### config.mk
export PLATFORM = sky130hd
export DESIGN_NAME = sprite_layer
export DESIGN_NICKNAME = d
export VERILOG_FILES = /design/src/rtl/sprite_pkg.sv /design/src/rtl/sprite_anim_ctrl.sv /design/src/rtl/sprite_layer.sv
export SDC_FILE = /design/constraint.sdc
export NUM_CORES = 1
export LEC_CHECK = 0
export BUFFER_PORTS_ARGS = -buffer_cell sky130_fd_sc_hd__buf_2
export CAP_MARGIN = 20
export CORE_MARGIN = 5
export CORE_UTILIZATION = 54
export DETAILED_ROUTE_END_ITERATION = 6
export PLACE_DENSITY = 0.8
export SLEW_MARGIN = 20
export SYNTH_ARGS = -nofsm -noshare
export SYNTH_HDL_FRONTEND = slang
export SYNTH_SLANG_ARGS = --single-unit
### constraint.sdc
create_clock -name vga_clk -period 7.4 [get_ports vga_clk]
set_input_delay 2.22 -clock vga_clk [delete_from_list [all_inputs] [get_ports vga_clk]]
set_output_delay 2.22 -clock vga_clk [all_outputs]
set_load 0.02 [all_outputs]
### src/rtl/sprite_pkg.sv
// sprite_pkg: shared screen constants and pixel types for the sprite layers
package sprite_pkg;
  localparam int SCREEN_W = 640;
  localparam int SCREEN_H = 480;
  typedef logic [9:0] coord_t;
  typedef struct packed {
    logic [3:0] r;
    logic [3:0] g;
    logic [3:0] b;
  } rgb444_t;
endpackage

### src/rtl/sprite_anim_ctrl.sv
// sprite_anim_ctrl: once-per-frame latch of position/flip and animation frame stepping
module sprite_anim_ctrl
  import sprite_pkg::*;
#(
  parameter int FRAMES   = 4,
  parameter int ANIM_DIV = 8,
  parameter int LATCH_Y  = 480,
  parameter int FW       = FRAMES > 1 ? $clog2(FRAMES) : 1
) (
  input  logic          clk,
  input  logic          reset,
  input  coord_t        draw_x,
  input  coord_t        draw_y,
  input  coord_t        pos_x,
  input  coord_t        pos_y,
  input  logic          flip_x,
  input  logic          anim_en,
  output logic [FW-1:0] frame,
  output coord_t        pos_x_l,
  output coord_t        pos_y_l,
  output logic          flip_l
);
  localparam int DW = ANIM_DIV > 1 ? $clog2(ANIM_DIV) : 1;
  logic [DW-1:0] div_cnt_d, div_cnt_q;
  logic [FW-1:0] frame_d, frame_q;
  coord_t pos_x_d, pos_x_q, pos_y_d, pos_y_q;
  logic flip_d, flip_q, upd, step;
  always_comb begin
    upd = draw_y == coord_t'(LATCH_Y) && draw_x == '0;
    step = upd && anim_en && div_cnt_q == DW'(ANIM_DIV - 1);
    div_cnt_d = (upd && anim_en) ? (step ? '0 : div_cnt_q + 1'b1) : div_cnt_q;
    frame_d = step ? (frame_q == FW'(FRAMES - 1) ? '0 : frame_q + 1'b1) : frame_q;
    pos_x_d = upd ? pos_x : pos_x_q;
    pos_y_d = upd ? pos_y : pos_y_q;
    flip_d = upd ? flip_x : flip_q;
  end
  always_ff @(posedge clk) begin
    if (reset) begin
      div_cnt_q <= '0;
      frame_q <= '0;
      pos_x_q <= '0;
      pos_y_q <= '0;
      flip_q <= 1'b0;
    end else begin
      div_cnt_q <= div_cnt_d;
      frame_q <= frame_d;
      pos_x_q <= pos_x_d;
      pos_y_q <= pos_y_d;
      flip_q <= flip_d;
    end
  end
  assign frame = frame_q;
  assign pos_x_l = pos_x_q;
  assign pos_y_l = pos_y_q;
  assign flip_l = flip_q;
endmodule

### src/rtl/sprite_layer.sv
// sprite_layer: positioned, scaled, mirrored, animated sprite over a 3-stage ROM/palette pipeline
module sprite_layer
  import sprite_pkg::*;
#(
  parameter int SPR_W      = 20,
  parameter int SPR_H      = 20,
  parameter int FRAMES     = 4,
  parameter int SCALE_LOG2 = 1,
  parameter int IDX_W      = 5,
  parameter int TRANSP_IDX = 0,
  parameter int ANIM_DIV   = 8,
  parameter int LATCH_Y    = 480,
  parameter int ADDR_W     = $clog2(FRAMES * SPR_W * SPR_H)
) (
  input  logic              vga_clk,
  input  logic              reset,
  input  coord_t            DrawX,
  input  coord_t            DrawY,
  input  logic              blank,
  input  coord_t            pos_x,
  input  coord_t            pos_y,
  input  logic              flip_x,
  input  logic              anim_en,
  output logic [ADDR_W-1:0] rom_address,
  input  logic [IDX_W-1:0]  rom_q,
  output logic [IDX_W-1:0]  pal_index,
  input  logic [3:0]        pal_red,
  input  logic [3:0]        pal_green,
  input  logic [3:0]        pal_blue,
  output logic [3:0]        red,
  output logic [3:0]        green,
  output logic [3:0]        blue,
  output logic              opaque
);
  localparam int FW = FRAMES > 1 ? $clog2(FRAMES) : 1;
  logic [FW-1:0] frame;
  coord_t pos_x_l, pos_y_l;
  logic flip_l, hit, hit1_q, blank1_q, hit2_q, blank2_q, opaque_d, opaque_q;
  logic [10:0] dx, dy, col, row;
  logic [ADDR_W-1:0] rom_address_d, rom_address_q;
  rgb444_t rgb_d, rgb_q;
  sprite_anim_ctrl #(.FRAMES(FRAMES), .ANIM_DIV(ANIM_DIV), .LATCH_Y(LATCH_Y), .FW(FW)) u_anim (
    .clk(vga_clk), .reset(reset), .draw_x(DrawX), .draw_y(DrawY),
    .pos_x(pos_x), .pos_y(pos_y), .flip_x(flip_x), .anim_en(anim_en),
    .frame(frame), .pos_x_l(pos_x_l), .pos_y_l(pos_y_l), .flip_l(flip_l)
  );
  // 11-bit differences: bit 10 set means the pixel is left of / above the sprite, so no wrap-around
  always_comb begin
    dx = {1'b0, DrawX} - {1'b0, pos_x_l};
    dy = {1'b0, DrawY} - {1'b0, pos_y_l};
    hit = !dx[10] && !dy[10] && dx < 11'(SPR_W << SCALE_LOG2) && dy < 11'(SPR_H << SCALE_LOG2);
    row = dy >> SCALE_LOG2;
    col = flip_l ? 11'(SPR_W - 1) - (dx >> SCALE_LOG2) : dx >> SCALE_LOG2;
    rom_address_d = hit ? ADDR_W'(32'(frame) * SPR_H * SPR_W + 32'(row) * SPR_W + 32'(col)) : '0;
    opaque_d = blank2_q && hit2_q && rom_q != IDX_W'(TRANSP_IDX);
    rgb_d = opaque_d ? {pal_red, pal_green, pal_blue} : '0;
  end
  always_ff @(posedge vga_clk) begin
    if (reset) begin
      rom_address_q <= '0;
      hit1_q <= 1'b0;
      blank1_q <= 1'b0;
      hit2_q <= 1'b0;
      blank2_q <= 1'b0;
      rgb_q <= '0;
      opaque_q <= 1'b0;
    end else begin
      rom_address_q <= rom_address_d;
      hit1_q <= hit;
      blank1_q <= blank;
      hit2_q <= hit1_q;
      blank2_q <= blank1_q;
      rgb_q <= rgb_d;
      opaque_q <= opaque_d;
    end
  end
  assign rom_address = rom_address_q;
  assign pal_index = rom_q;
  assign red = rgb_q.r;
  assign green = rgb_q.g;
  assign blue = rgb_q.b;
  assign opaque = opaque_q;
endmodule

== Word level (Yosys, flattened, before mapping) ==
Cells that the tools add are included.

* Bits in registers: 54
* Bits of input ports: 62
* Output and inout bits: 29
* Word-level logic and storage cells: 48

* Add/sub/neg operators: 7
* Multiply operators: 3
* Magnitude comparators: 2
* Equality and inequality tests: 3
* Muxes and demuxes: 3
* Bitwise operators: 2
* Reductions and logical operators: 14

{| class="wikitable"
|+ Operators with widths
! cell !! number
|-
| $add 11x11->11 || 2
|-
| $lt 11x6->1 const B || 2
|-
| $sub 10x10->11 || 2
|-
| $mux 11 || 1
|-
| $sub 5x10->11 const A || 1
|-
| $eq 10x9->1 const B || 1
|-
| $logic_not 10->1 || 1
|-
| $mul 10x3->9 const B || 1
|-
| $logic_and 1x1->1 || 8
|-
| $mul 5x3->7 const B || 1
|-
| $mul 2x3->5 const B || 1
|-
| $reduce_bool 5->1 || 1
|-
| $reduce_or 2->1 || 2
|-
| $add 3x1->3 const B || 1
|-
| $eq 3x3->1 const B || 1
|-
| $mux 3 || 1
|-
| $add 2x1->2 const B || 1
|-
| $eq 2x2->1 const B || 1
|-
| $logic_not 1->1 || 2
|-
| $mux 2 || 1
|-
| $not 1->1 || 2
|}

== Depth between registers and ports, before layout ==
Gate-level depths: netlist (run 1).

* Depth after elaboration: 7
* Depth in mapped cells: 21
* Mapped depth without buffers: 21

== By module ==
Synthesis (run 1) repeated with hierarchy kept, for this count alone.

* Cells, all modules: 438
* Area, all modules: 3824.9 sq um

{| class="wikitable"
|+ Modules (own cells, without submodules)
! module !! times used !! cells each !! area each (sq um) !! sequential area each (sq um)
|-
| sprite_layer || 1 || 305 || 2687.6 || 560.5
|-
| sprite_anim_ctrl || 1 || 133 || 1137.3 || 520.5
|}

== Worst setup path after synthesis (run 1) ==
No wires, ideal clock.

* Path type: input to register
* Start: input port DrawY[2]
* End: register rom_address_q[10], in the netlist rom_address[10]
* Setup time: 0.064 ns
* Arrival time: 5.806 ns
* Data required time: 7.336 ns
* Slack: 1.530 ns
* Stages: 19
* Path buffers: 0
* Cell sequence: ha_1 a21o_1 a31o_2 a31oi_1 xnor2_1 ha_1 inv_1 fa_1 inv_1 a21o_1 a21oi_1 xor2_1 fa_1 inv_1 ha_1 o21a_1 o2bb2ai_1 xnor3_1 nor2_1

* Word-level cells in the longest chain between the ends: 7
* Elaborated cells on any way between the ends: 11
* Those cells by class: 3 x add/sub; 1 x mul; 1 x order compare; 1 x bitwise; 5 x reduce/logical

{| class="wikitable"
|+ RTL lines
! item !! line !! text
|-
| start, declared || sprite_layer.sv:18 || <nowiki>input coord_t DrawY,</nowiki>
|-
| $sub 10x10->11 (*) || sprite_layer.sv:50 || <nowiki>dy = {1'b0, DrawY} - {1'b0, pos_y_l};</nowiki>
|-
| branches (longest 6 deep; another with $add 11x11->11) || n/a ||
|-
| end signal, assigned || sprite_layer.sv:68 || <nowiki>rom_address_q <= rom_address_d;</nowiki>
|-
| end, declared || sprite_layer.sv:40 || <nowiki>logic [ADDR_W-1:0] rom_address_d, rom_address_q;</nowiki>
|}

Mark *: on every way between the ends.
A chain may end at the register's enable or synchronous reset.

== Worst setup path in the final report (run 1) ==
* Start: input port DrawY[0]
* End: register rom_address_q[10], in the netlist rom_address[10]

Same word-level chain as after synthesis.

==> impl_metrics.py, run 1 <==
metrics = {
    "status": {
        "status": "completed",
    },
    "worst_setup_path": {
        "crit_path_end_kind": "flip-flop",
        "path_buf_inv": 4,
        "cp_max_fo": 4,
        "crit_chain": "buf_2 -> nand2b_1 -> fa_1 -> a21oi_2 -> o21bai_1 -> xor2_1 -> ha_1 -> ha_1 -> inv_1 -> fa_1 -> inv_1 -> a21o_1 -> a21oi_1 -> xor2_1 -> fa_1 -> inv_1 -> ha_1 -> o21a_1 -> o2bb2ai_1 -> xnor3_1 -> nor2_1",
        "rrSetupSlack_ns": 3.08,
        "crit_path_top_delay_cell": "fa_1",
        "reg2reg_to": "rom_address[10]",
        "worstRegToRegCells": 18,
        "max_stage_delay_ns": 0.49,
        "worst_setup_path_start_kind": "primary input",
        "r2r-start": "u_anim.pos_y_l[2]",
        "critical_path_class": "in2reg",
        "arrival_ns": 6.25,
        "cpLargestDelayFamily": "adder cells",
        "cp.required_ns": 7.64,
    },
    "cells_and_area": {
        "nets": 630,
        "area_delta_synth_final_pct": 15.7,
        "final_area_sq_mm": 0.00437,
        "n_antenna_cell": 0,
        "final_core_util_pct": 64.3,
        "fillers": 580,
        "drive_above_1_share_pct": 21.6,
        "fin_cells": 611,
    },
    "clock_network": {
        "hold_buffers": 0,
        "cts_buffer_depth": 2,
        "clock_sinks": 54,
        "postCtsSetupBuffers": 0,
        "numCtsBuffers": 5,
        "cts_tree": "yes",
        "h-tree-depth": 2,
        "cts_resized": 0,
        "clkTransAtPathRegs_ns": 0.09,
        "cts_root_buffer": "clkbuf_8",
        "clkLatencyLatePin_ns": 0.31,
    },
    "synthesis": {
        "synth_cell_types": 60,
        "yosys_warnings": 0,
        "syn_inst": 433,
        "ys_ff_latch": 54,
        "yosysTopAreaCell": "dfxtp_1",
        "synth-edff-count": 0,
        "synth-main-ff-cell": "dfxtp_1",
        "synth_top_cell_area_share_pct": 28.6,
        "syn_nets": 549,
        "syn_area_sq_mm": 0.00377,
        "synthTopCellsByArea": "dfxtp_1, ha_1, mux2i_1, nor2_1, inv_1",
        "async_flop_share_pct": 0,
        "ys_seq_area_share_pct": 28.6,
        "avgSynthCellArea_sq_um": 8.72,
    },
    "pwr": {
        "p_sw_mw": 0.253,
        "total_power_mw": 0.748,
        "p_per_area_mw_per_mm2": 171,
        "p_seq_share_pct": 38.9,
        "swShare_pct": 33.8,
        "ir_drop_mv": 0.107,
        "leakage_nw": 1.99,
        "power_frac_comb_pct": 37.8,
        "intPower_mw": 0.495,
        "pwr-share-clk_pct": 23.3,
    },
    "drt": {
        "viasPerCell": 5.12,
        "firstDrtPassIters": 4,
        "route.detailed.drc": 0,
        "via_count": 3126,
        "drtIter0Drc": 133,
        "wl_mm": 7.82,
        "antenna_left": 0,
        "routedWlPerCell_um": 12.8,
    },
    "place": {
        "hpwl_mm": 6.56,
        "dp_cells": 603,
        "placed_cell_area_sq_mm": 0.00427,
        "dp_slack_ns": 1.08,
        "gp_congestion": 0.837,
        "place.port_buffers": 90,
    },
    "sta": {
        "hold-worst-slack_ns": 0.448,
        "fin_skew_ns": 0.0178,
        "period_minus_slack_ns": 6.00,
        "worst_pin_slew_ns": 0.589,
        "slew_headroom_pct": 60.7,
        "slew_viol_final": 0,
        "fin_ws_ns": 1.40,
        "rsz0062_at_grt": "false",
        "setup_violations": 0,
        "fin_crit_sh_pct": 81.1,
        "fin_setup_tns_ns": 0,
        "hold_viol": 0,
        "fmax_mhz": 167,
    },
    "grt": {
        "grt_antenna_before_repair": 0,
        "grt_overflow": 0,
        "first_global_vias": 2980,
        "grt_start_max_net_pins": 32,
        "grt_pass1_wl_mm": 13.0,
        "track_usage_pct": 17.9,
    },
    "die": {
        "ios": 91,
        "die_w_um": 93.6,
        "die_area_sq_mm": 0.00876,
        "dieHeight_um": 93.6,
        "core_area_sq_mm": 0.00679,
        "rows": 30,
        "start_util_pct": 55.5,
    },
    "min_path": {
        "min_path_cells": 1,
        "hp-start": "hit1_q",
        "min_to": "hit2_q",
        "min_path_type": "reg2reg",
    },
    "run": {
        "cap_violations": 0,
    },
}
flip-flops by register name, summed over array words and instances, names as in the netlist, 2 cells and up:
| name | count |
|---|---|
| blue | 4 |
| rom_address | 11 |
| u_anim.div_cnt_q | 3 |
| u_anim.frame | 2 |
| red | 4 |
| u_anim.pos_x_l | 10 |
| u_anim.pos_y_l | 10 |
| green | 4 |
cell type report:
cell class	count	area [sq um]	area share, %
Clock inverter	3	28.8	0.659
Clock buffer	5	68.8	1.58
Sequential cell	54	1080	24.7
Tap cell	96	120	2.75
Inverter	49	184	4.21
Multi-Input combinational cell	313	2430	55.6
Timing Repair Buffer	91	458	10.5
cells in the mapped netlist (all sizes together) (2+ instances only):
cell type	number
a211o	2
a21o	7
a21oi	27
and2	14
buf	10
clkbuf	7
dfxtp	54
fa	9
ha	45
inv	49
mux2i	21
nand2	20
nand2b	4
nand3	7
nor2	51
nor2b	5
nor3	7
nor3b	2
nor4	3
o211ai	3
o21a	4
o21ai	12
o21bai	5
o221ai	3
o2bb2ai	2
or3	2
or4	5
xnor2	16
xor2	14
worst max path at each step:
stage	end	slack, ns	start	depth (start not counted)
6_report	rom_address[10]	1.40	DrawY[0]	21
5_1_grt	rom_address[10]	1.12	DrawY[0]	21
4_1_cts	rom_address[10]	1.39	DrawY[0]	21
3_5_place_dp	rom_address[10]	1.08	DrawY[0]	21
3_3_place_gp	rom_address[10]	1.24	DrawY[0]	21
2_1_floorplan	rom_address[10]	1.53	DrawY[2]	19
per-layer routing:
| metal | track usage, % | vias to the layer above | wire [um] |
|---|---|---|---|
| li1 | - | 1628 | - |
| met1 | 23.3 | 1404 | 3490 |
| met2 | 31.1 | 90 | 3750 |
| met3 | 3.62 | 4 | 531 |
| met4 | 3.13 | 0 | 38 |
| met5 | 0 | - | 0 |
cells by family (layout without fill, tap and decap cells):
| group | count (synthesis) | after routing | share of synthesized area (%) |
|---|---|---|---|
| compound gates | 80 | 80 | 14.5 |
| xor+xnor | 31 | 31 | 7.56 |
| fa+ha+maj | 54 | 54 | 19.7 |
| buf+inv | 66 | 148 | 7.39 |
| flops | 54 | 54 | 28.6 |
| mux | 21 | 21 | 5.57 |
| simple gates | 127 | 127 | 16.6 |
cells in the final DEF, fill, tap and decap left out, types with 6 or more instances in the layout:
cell type,instances
dfxtp_1,54
a21oi_1,24
fa_1,9
mux2i_1,21
xor2_1,14
xnor2_1,16
o21ai_0,11
buf_2,90
nor3_1,6
and2_1,14
nand3_1,7
nand2_1,20
a21o_1,6
inv_1,49
ha_1,45
nor2_1,51
power by group through the flow:
| stage | clock [mW] | combinational (mW) | sequential, mW |
|---|---|---|---|
| after floorplan | 0 | 0.221 | 0.298 |
| after global placement | 0 | 0.271 | 0.298 |
| after detailed placement | 0 | 0.280 | 0.298 |
| after CTS | 0.180 | 0.283 | 0.291 |
| after global routing | 0.192 | 0.319 | 0.291 |
| final | 0.174 | 0.283 | 0.291 |
Power figures use the tool's default switching activity.
==> run 2: changes to the inputs <==
==> constraint.sdc (replaced) <==
create_clock -name vga_clk -period 6.2 [get_ports vga_clk]
set_input_delay 1.86 -clock vga_clk [delete_from_list [all_inputs] [get_ports vga_clk]]
set_output_delay 1.86 -clock vga_clk [all_outputs]
set_load 0.02 [all_outputs]
==> impl_metrics.py, run 2 (synthesized netlist as in run 1, its figures left out) <==
metrics = {
    "die": {
        "die_area_sq_mm": 0.00876,
        "die_w_um": 93.6,
        "rows": 30,
        "ios": 91,
        "core_area_sq_mm": 0.00679,
        "dieHeight_um": 93.6,
        "start_util_pct": 55.5,
    },
    "sta": {
        "fin_setup_tns_ns": 0,
        "slew_headroom_pct": 38.1,
        "slew_viol_final": 0,
        "worst_pin_slew_ns": 0.921,
        "fin_skew_ns": 0.0169,
        "hold_viol": 0,
        "period_minus_slack_ns": 5.63,
        "hold-worst-slack_ns": 0.455,
        "fmax_mhz": 178,
        "setup_violations": 0,
        "fin_ws_ns": 0.567,
        "fin_crit_sh_pct": 90.9,
        "rsz0062_at_grt": "false",
    },
    "place": {
        "place.port_buffers": 90,
        "hpwl_mm": 6.76,
        "dp_slack_ns": 0.236,
        "gp_congestion": 0.842,
    },
    "clock_network": {
        "clock_sinks": 54,
        "h-tree-depth": 2,
        "postCtsSetupBuffers": 0,
        "clkTransAtPathRegs_ns": 0.10,
        "cts_root_buffer": "clkbuf_8",
        "cts_buffer_depth": 2,
        "numCtsBuffers": 5,
        "cts_resized": 0,
        "cts_tree": "yes",
        "clkLatencyLatePin_ns": 0.32,
        "hold_buffers": 0,
    },
    "worst_setup_path": {
        "cpLargestDelayFamily": "adder cells",
        "crit_path_end_kind": "flip-flop",
        "reg2reg_to": "rom_address[10]",
        "cp_max_fo": 4,
        "arrival_ns": 5.89,
        "critical_path_class": "in2reg",
        "worstRegToRegCells": 18,
        "max_stage_delay_ns": 0.44,
        "crit_chain": "buf_2 -> nand2b_1 -> fa_1 -> a21oi_2 -> o21bai_1 -> xor2_1 -> ha_1 -> ha_1 -> inv_1 -> fa_1 -> inv_1 -> a21o_1 -> a21oi_1 -> xor2_1 -> fa_1 -> inv_1 -> ha_1 -> o21a_1 -> o2bb2ai_1 -> xnor3_1 -> nor2_1",
        "crit_path_top_delay_cell": "fa_1",
        "worst_setup_path_start_kind": "primary input",
        "cp.required_ns": 6.45,
        "path_buf_inv": 4,
        "r2r-start": "u_anim.pos_y_l[2]",
        "rrSetupSlack_ns": 1.92,
    },
    "status": {
        "status": "completed",
    },
    "min_path": {
        "min_to": "blank2_q",
        "min_path_cells": 1,
        "min_path_type": "reg2reg",
        "hp-start": "blank1_q",
    },
    "cells_and_area": {
        "nets": 630,
        "multiInputGateArea_sq_mm": 0.00242,
        "n_antenna_cell": 0,
        "largest_register_ffs": 11,
        "layout_commonest_cell": "buf_2",
        "drive_above_1_share_pct": 21.4,
        "fillers": 600,
        "final_cell_mix": "buf_2, dfxtp_1, nor2_1",
        "seqCellArea_sq_mm": 0.00108,
        "area_delta_synth_final_pct": 15.6,
    },
    "drt": {
        "route.detailed.drc": 0,
        "via_count": 3178,
        "firstDrtPassIters": 4,
        "routedWlPerCell_um": 13.2,
        "antenna_left": 0,
        "drtIter0Drc": 99,
        "wl_mm": 8.09,
        "viasPerCell": 5.20,
    },
    "grt": {
        "grt_pass1_wl_mm": 13.3,
        "grt_overflow": 0,
        "track_usage_pct": 18.5,
        "grt_start_max_net_pins": 32,
        "grt_antenna_before_repair": 0,
        "first_global_vias": 3035,
    },
    "run": {
        "cap_violations": 0,
    },
    "pwr": {
        "p_per_area_mw_per_mm2": 206,
        "ir_drop_mv": 0.109,
        "leakage_nw": 1.98,
        "total_power_mw": 0.897,
    },
}
-- run 2: metal layers --
layer,track usage [%],part of all wire [%],vias to the layer above
met3,3.38,5.5,8
met4,4.93,1.1,0
met1,22.5,44,1462
met2,33.3,50,81
li1,-,-,1627
met5,0,0,-
-- run 2: metrics by stage --
step | cells | util (%) | cell area [sq um]
floorplan | 433 | - | 3770
global placement | 603 | 62.8 | 4270
detailed placement | 603 | 62.8 | 4270
CTS | 611 | 64.2 | 4360
global route | 611 | 64.2 | 4360
finish | 611 | 64.2 | 4360
-- run 2: worst max path at each step --
| stage | startpoint | to | slack [ns] | depth (start not counted) |
|---|---|---|---|---|
| floorplan | DrawY[2] | rom_address[10] | 0.69 | 19 |
| global placement | DrawY[0] | rom_address[10] | 0.40 | 21 |
| finish | DrawY[0] | rom_address[10] | 0.57 | 21 |
| global route | DrawY[0] | rom_address[10] | 0.32 | 21 |
| CTS | DrawY[0] | rom_address[10] | 0.56 | 21 |
| detailed placement | DrawY[0] | rom_address[10] | 0.24 | 21 |
-- run 2: area by class of cell --
| cell class | instances | share of cell area (%) |
|---|---|---|
| well taps | 96 | 2.75 |
| clock inverters | 3 | 0.660 |
| clock buffers | 5 | 1.58 |
| inverters | 49 | 4.22 |
| flip-flops and latches | 54 | 24.8 |
| multi-input cells | 313 | 55.5 |
| repair buffers | 91 | 10.5 |
-- run 2: power by group --
part / switching [mW] / internal, mW
Combinational: 0.180 / 0.159
Clock: 0.127 / 0.0840
Sequential: 0.000130 / 0.347
Total: 0.308 / 0.590
